==> src/rtl/ext_pkg.sv <==
// Shared mode encodings for the immediate extender datapath.
// Imported by decode and by the extender pipeline.
package ext_pkg;

    localparam int unsigned EXT_MODE_W = 3;

    typedef logic [EXT_MODE_W-1:0] ext_mode_t;

    localparam ext_mode_t EXT_ZERO      = 3'b000;
    localparam ext_mode_t EXT_SIGN      = 3'b001;
    localparam ext_mode_t EXT_LUI       = 3'b010;
    localparam ext_mode_t EXT_ONE       = 3'b011;
    localparam ext_mode_t EXT_SIGN_SHL2 = 3'b100;

endpackage

==> src/rtl/ext_core.sv <==
// Combinational immediate extender: maps (imm, mode) to an OUT_W-bit value.
// Reserved modes produce zero data and raise err_c.
module ext_core
    import ext_pkg::*;
#(
    parameter int unsigned IN_W  = 16,
    parameter int unsigned OUT_W = 32
) (
    input  logic [IN_W-1:0]  imm_i,
    input  ext_mode_t        mode_i,
    output logic [OUT_W-1:0] data_c,
    output logic             err_c
);

    localparam int unsigned U_W = OUT_W - IN_W;

    logic [OUT_W-1:0] sign_ext;

    always_comb begin
        sign_ext = {{U_W{imm_i[IN_W-1]}}, imm_i};
        data_c   = '0;
        err_c    = 1'b0;
        case (mode_i)
            EXT_ZERO:      data_c = {{U_W{1'b0}}, imm_i};
            EXT_SIGN:      data_c = sign_ext;
            EXT_LUI:       data_c = {imm_i, {U_W{1'b0}}};
            EXT_ONE:       data_c = {{U_W{1'b1}}, imm_i};
            EXT_SIGN_SHL2: data_c = sign_ext << 2;
            default:       err_c  = 1'b1;
        endcase
    end

endmodule

==> src/rtl/ext_pipe.sv <==
// Registered immediate extender with valid/ready handshake and a 2-entry skid
// buffer; in_ready is a flop so out_ready never reaches it combinationally.
module ext_pipe
    import ext_pkg::*;
#(
    parameter int unsigned IN_W  = 16,
    parameter int unsigned OUT_W = 32,
    parameter int unsigned TAG_W = 5
) (
    input  logic             clk,
    input  logic             reset,
    input  logic             flush,
    input  logic             in_valid,
    output logic             in_ready,
    input  logic [IN_W-1:0]  in_imm,
    input  ext_mode_t        in_mode,
    input  logic [TAG_W-1:0] in_tag,
    output logic             out_valid,
    input  logic             out_ready,
    output logic [OUT_W-1:0] out_data,
    output logic [TAG_W-1:0] out_tag,
    output logic             out_err,
    output logic             err_seen
);

    logic [OUT_W-1:0] core_data_c;
    logic             core_err_c;
    logic             accept_c;

    logic             out_valid_q,  out_valid_d;
    logic [OUT_W-1:0] out_data_q,   out_data_d;
    logic [TAG_W-1:0] out_tag_q,    out_tag_d;
    logic             out_err_q,    out_err_d;
    logic             skid_valid_q, skid_valid_d;
    logic [OUT_W-1:0] skid_data_q,  skid_data_d;
    logic [TAG_W-1:0] skid_tag_q,   skid_tag_d;
    logic             skid_err_q,   skid_err_d;
    logic             in_ready_q,   in_ready_d;
    logic             err_seen_q,   err_seen_d;

    ext_core #(
        .IN_W  (IN_W),
        .OUT_W (OUT_W)
    ) u_core (
        .imm_i  (in_imm),
        .mode_i (in_mode),
        .data_c (core_data_c),
        .err_c  (core_err_c)
    );

    assign accept_c = in_valid && in_ready_q;

    // Next-state for main register, skid register and flags.
    always_comb begin
        out_valid_d  = out_valid_q;
        out_data_d   = out_data_q;
        out_tag_d    = out_tag_q;
        out_err_d    = out_err_q;
        skid_valid_d = skid_valid_q;
        skid_data_d  = skid_data_q;
        skid_tag_d   = skid_tag_q;
        skid_err_d   = skid_err_q;
        err_seen_d   = err_seen_q;

        if (flush) begin
            out_valid_d  = 1'b0;
            skid_valid_d = 1'b0;
        end else begin
            if (!out_valid_q || out_ready) begin
                if (skid_valid_q) begin
                    out_valid_d = 1'b1;
                    out_data_d  = skid_data_q;
                    out_tag_d   = skid_tag_q;
                    out_err_d   = skid_err_q;
                    if (accept_c) begin
                        skid_data_d = core_data_c;
                        skid_tag_d  = in_tag;
                        skid_err_d  = core_err_c;
                    end else begin
                        skid_valid_d = 1'b0;
                    end
                end else begin
                    out_valid_d = accept_c;
                    if (accept_c) begin
                        out_data_d = core_data_c;
                        out_tag_d  = in_tag;
                        out_err_d  = core_err_c;
                    end
                end
            end else if (accept_c) begin
                // Main is stalled: park the new beat in the skid.
                skid_valid_d = 1'b1;
                skid_data_d  = core_data_c;
                skid_tag_d   = in_tag;
                skid_err_d   = core_err_c;
            end
            if (accept_c && core_err_c) begin
                err_seen_d = 1'b1;
            end
        end
        in_ready_d = !skid_valid_d;
    end

    always_ff @(posedge clk) begin
        if (reset) begin
            out_valid_q  <= 1'b0;
            out_data_q   <= '0;
            out_tag_q    <= '0;
            out_err_q    <= 1'b0;
            skid_valid_q <= 1'b0;
            skid_data_q  <= '0;
            skid_tag_q   <= '0;
            skid_err_q   <= 1'b0;
            in_ready_q   <= 1'b1;
            err_seen_q   <= 1'b0;
        end else begin
            out_valid_q  <= out_valid_d;
            out_data_q   <= out_data_d;
            out_tag_q    <= out_tag_d;
            out_err_q    <= out_err_d;
            skid_valid_q <= skid_valid_d;
            skid_data_q  <= skid_data_d;
            skid_tag_q   <= skid_tag_d;
            skid_err_q   <= skid_err_d;
            in_ready_q   <= in_ready_d;
            err_seen_q   <= err_seen_d;
        end
    end

    assign in_ready  = in_ready_q;
    assign out_valid = out_valid_q;
    assign out_data  = out_data_q;
    assign out_tag   = out_tag_q;
    assign out_err   = out_err_q;
    assign err_seen  = err_seen_q;

endmodule

==> config.mk <==
export PLATFORM = sky130hd
export DESIGN_NAME = ext_pipe
export DESIGN_NICKNAME = d
export VERILOG_FILES = /design/src/rtl/ext_pkg.sv /design/src/rtl/ext_core.sv /design/src/rtl/ext_pipe.sv
export SDC_FILE = /design/constraint.sdc
export NUM_CORES = 1
export LEC_CHECK = 0
export ABC_AREA = 1
export CORE_UTILIZATION = 30
export DETAILED_ROUTE_END_ITERATION = 16
export PLACE_DENSITY = 0.63
export SETUP_SLACK_MARGIN = 0.1
export SKIP_LAST_GASP = 1
export SLEW_MARGIN = 20
export SYNTH_ARGS = -nofsm -noshare
export SYNTH_HDL_FRONTEND = slang
export SYNTH_SLANG_ARGS = --single-unit
==> constraint.sdc <==
create_clock -name clk -period 4.1 [get_ports clk]
set_clock_uncertainty 0.15 [all_clocks]
set_input_delay 0.82 -clock clk [delete_from_list [all_inputs] [get_ports clk]]
set_output_delay 0.82 -clock clk [all_outputs]
set_load 0.01 [all_outputs]
==> summary.md <==
| Metric | Value |
|---|---|
| Worst Path Required | 4.21 ns |
| Total grt overflow | 0 |
| Share of the synthesized area in the top cell type | 43.11% |
| Most frequent cells after synthesis | nand2_1 (102), dfxtp_1 (80), a21oi_1 (78), nor2_1 (77), o21ai_0 (61) |
| Die span in x | 113.3 um |
| Worst reg2reg setup slack | 1.48 ns |
| Critical path class | in2reg |
| Tmin final | 2.736 ns |
| Synth cell types | 21 |
| RD Place Congestion | 0.9063 |
| Outcome | complete, no violations |
| Sw Share | 24.02% |
| Crit. Startpoint | in_mode[2] |
| Clock slew at reported path FFs | 0.06 ns |
| Count leader, synth | nand2_1 |
| Synthesized netlist cell count | 530 |
| Ant diodes | 0 |
| Initial Util | 30.80% |
| Fmax | 0.3655 GHz |
| Fillers | 1,266 |
| CTS Buf Count | 9 |
| Top FF cell, synth | dfxtp_1 |
| Worst Hold End | out_tag[0]$_SDFFE_PP0P_ |
| WL/cell | 14.00 um |
| Mapped Area | 0.003715 mm2 |
| Worst skew pair latency | 0.32 ns |
| Initial antenna violation count | 0 |
| Leakage | 1.995 nW |
| Pwr dens | 416.6 mW/mm2 |
| Dpl hpwl | 6714 um |
| Final max-slew violation count | 0 |
| RR Startpoint | skid_valid_q$_SDFF_PP0_ |
| Crit. End Element | flop |
| Biggest area consumer among synthesized cells | dfxtp_1 |
| Worst Hold Class | reg2reg |
| Worst Min Path Start | out_tag[0]$_SDFFE_PP0P_ |
| Sequential share of power | 42.3% |
| CTS tree | done |
| Unrepaired setup endpoints after global routing | false |
| Vias in the first global route | 3,463 |
| Mapped Nets | 559 |
| Yosys reg bits | 80 |
| Relative slew slack | 46.24% |
| Int Pwr | 0.001488 W |
| Full die area | 0.01283 mm2 |
| CORE AREA | 0.01206 mm2 |
| Final wirelength | 10,400 um |
| Post-CTS setup buffers | 0 |
| Mean Syn Cell Area | 7.009 um2 |
| Setup_tns | 0 ns |
| Clock Power Share | 44.3% |
| Clk root buf | clkbuf_16 |
| Chip height | 113.3 um |
| H-tree levels | 3 |
| Max IR drop VDD | 205.2 uV |
| Sink Count | 80 |
| EDFF count, synth | 0 |
| Comb power frac | 13.4% |
| Number of hold buffers added after cts | 0 |
| Buffers on Ports | 69 |
| Final period util | 66.73% |
| Worst reg2reg path depth | 8 |
| Yosys synthesis warning count | 0 |
| Fin nets | 600 |
| Share of cells above drive strength 1 | 5.739% |
| Ys async rst share | 0% |
| Longest Clk Path Bufs | 2 |
| Worst-Margin Slew | 0.8039 ns |
| Crit path max fanout | 26 |
| Detail Route Antenna Nets | 0 |
| Final Setup Violations | 0 |
| Register area share after synthesis | 43.11% |
| Worst R2R End | out_data[26]$_SDFFE_PP0P_ |
| Layout area overhead | 26.54% |
| Largest net degree at the start of global routing | 73 |
| GRT Overall Usage | 17.06% |
| Layout Cells excl Fill | 743 |
| Via density | 4.927 |
| DRT iter0 DRCs | 281 |
| DRC violations left | 0 |
| Row cnt | 40 |
| Largest cells by area after synthesis | dfxtp_1 (43%), a21oi_1 (11%), nand2_1 (10%) |
| Cells after DPL | 728 |
| 1st-pass router iterations | 5 |
| # IOs | 70 |
| First-pass GRT wire length | 17,510 um |
| Startpoint types | input port |
| Max-cap violations | 0 |
| Post-CTS Resized | 0 |
| Fin. Hold Viols | 0 |
| WP data arrival | 2.85 ns |
| Net Sw Power | 0.0004704 W |
| Via count | 3,661 |
| Hold Path Depth | 2 |
-- routing by layer --
metal / GRT usage, % / wire length, um / vias to the layer above
met5: 0 / 0 / -
met4: 4.035 / 125 / 0
met3: 3.535 / 555 / 13
met2: 25.89 / 4574 / 107
met1: 24.60 / 5148 / 1699
li1: - / - / 1842
-- how the worst max path moves through the flow --
stage / endpoint / slack (ns) / cells after the start
floorplan: skid_data_q[10]$_SDFFE_PP0P_ / 2.27 / 7
global placement: out_err$_SDFFE_PP0P_ / 1.09 / 7
detailed placement: out_err$_SDFFE_PP0P_ / 1.06 / 7
CTS: out_err$_SDFFE_PP0P_ / 1.41 / 7
global route: out_data[26]$_SDFFE_PP0P_ / 1.17 / 8
finish: out_err$_SDFFE_PP0P_ / 1.36 / 7
-- power by group through the flow --
stage                     combinational, W  clock, W  sequential [W]
after global routing              0.000294  0.000921        0.000831
after CTS                         0.000264  0.000889        0.000828
after floorplan                   0.000138         0        0.000855
final                             0.000262  0.000869        0.000827
after global placement            0.000260         0        0.000844
after detailed placement          0.000262         0        0.000844
-- flip-flops by register name, indices dropped and copies added (netlist names), 5 cells and up --
name / cells
out_data: 32
skid_data_q: 32
out_tag: 5
skid_tag_q: 5
-- cells in the final DEF (no fill, tap or decap), drive strengths merged, types with 5 or more instances in the layout --
cell type      synthesis  layout
nand2                104     104
dfxtp                 80      80
nor2                  80      80
a21oi                 79      79
o21ai                 74      74
clkdlybuf4s50          0      69
nand3                 33      33
inv                   19      19
nand4                 16      16
clkbuf                15      12
buf                   29       5
-- logic make-up (layout without fill, tap and decap cells) --
group	Yosys count	in the layout	synth area share, %
AND/OR/NAND/NOR	233	233	26.34
buffers and inverters	63	108	9.431
AO/OA/AOI/OAI	154	154	21.12
flip-flops	80	80	43.11
-- metrics by stage --
stage                     worst slack (ns)  hold WS, ns  power [W]  util [%]  area, um2
after detailed placement             1.063       0.3240   0.001107     36.31       4379
after global routing                 1.172       0.3536   0.002046     38.97       4701
after CTS                            1.408       0.3379   0.001981     38.97       4701
final                                1.364       0.3311   0.001958     38.97       4701
after global placement               1.092       0.3132   0.001103     36.31       4379
after floorplan                      2.265       0.3049  0.0009930         -       3715
-- cell type report --
cell class                      instances  area (um2)  area share, %
Multi-Input combinational cell        387        1763          37.50
Clock inverter                          3       65.06          1.384
Sequential cell                        80        1602          34.07
Inverter                               19       76.32          1.624
Clock buffer                           12       256.5          5.456
Timing Repair Buffer                   74       728.2          15.49
Tap cell                              168       210.2          4.472
-- worst max-delay path: stages --
cell and delay [ns]:
clkdlybuf4s50_1 0.95, inv_4 0.25, nor2_2 0.31, inv_2 0.21
o21ai_1 0.17, nor2_1 0.05, nor2_1 0.09
Note: power is estimated with default switching activity, not from simulation.
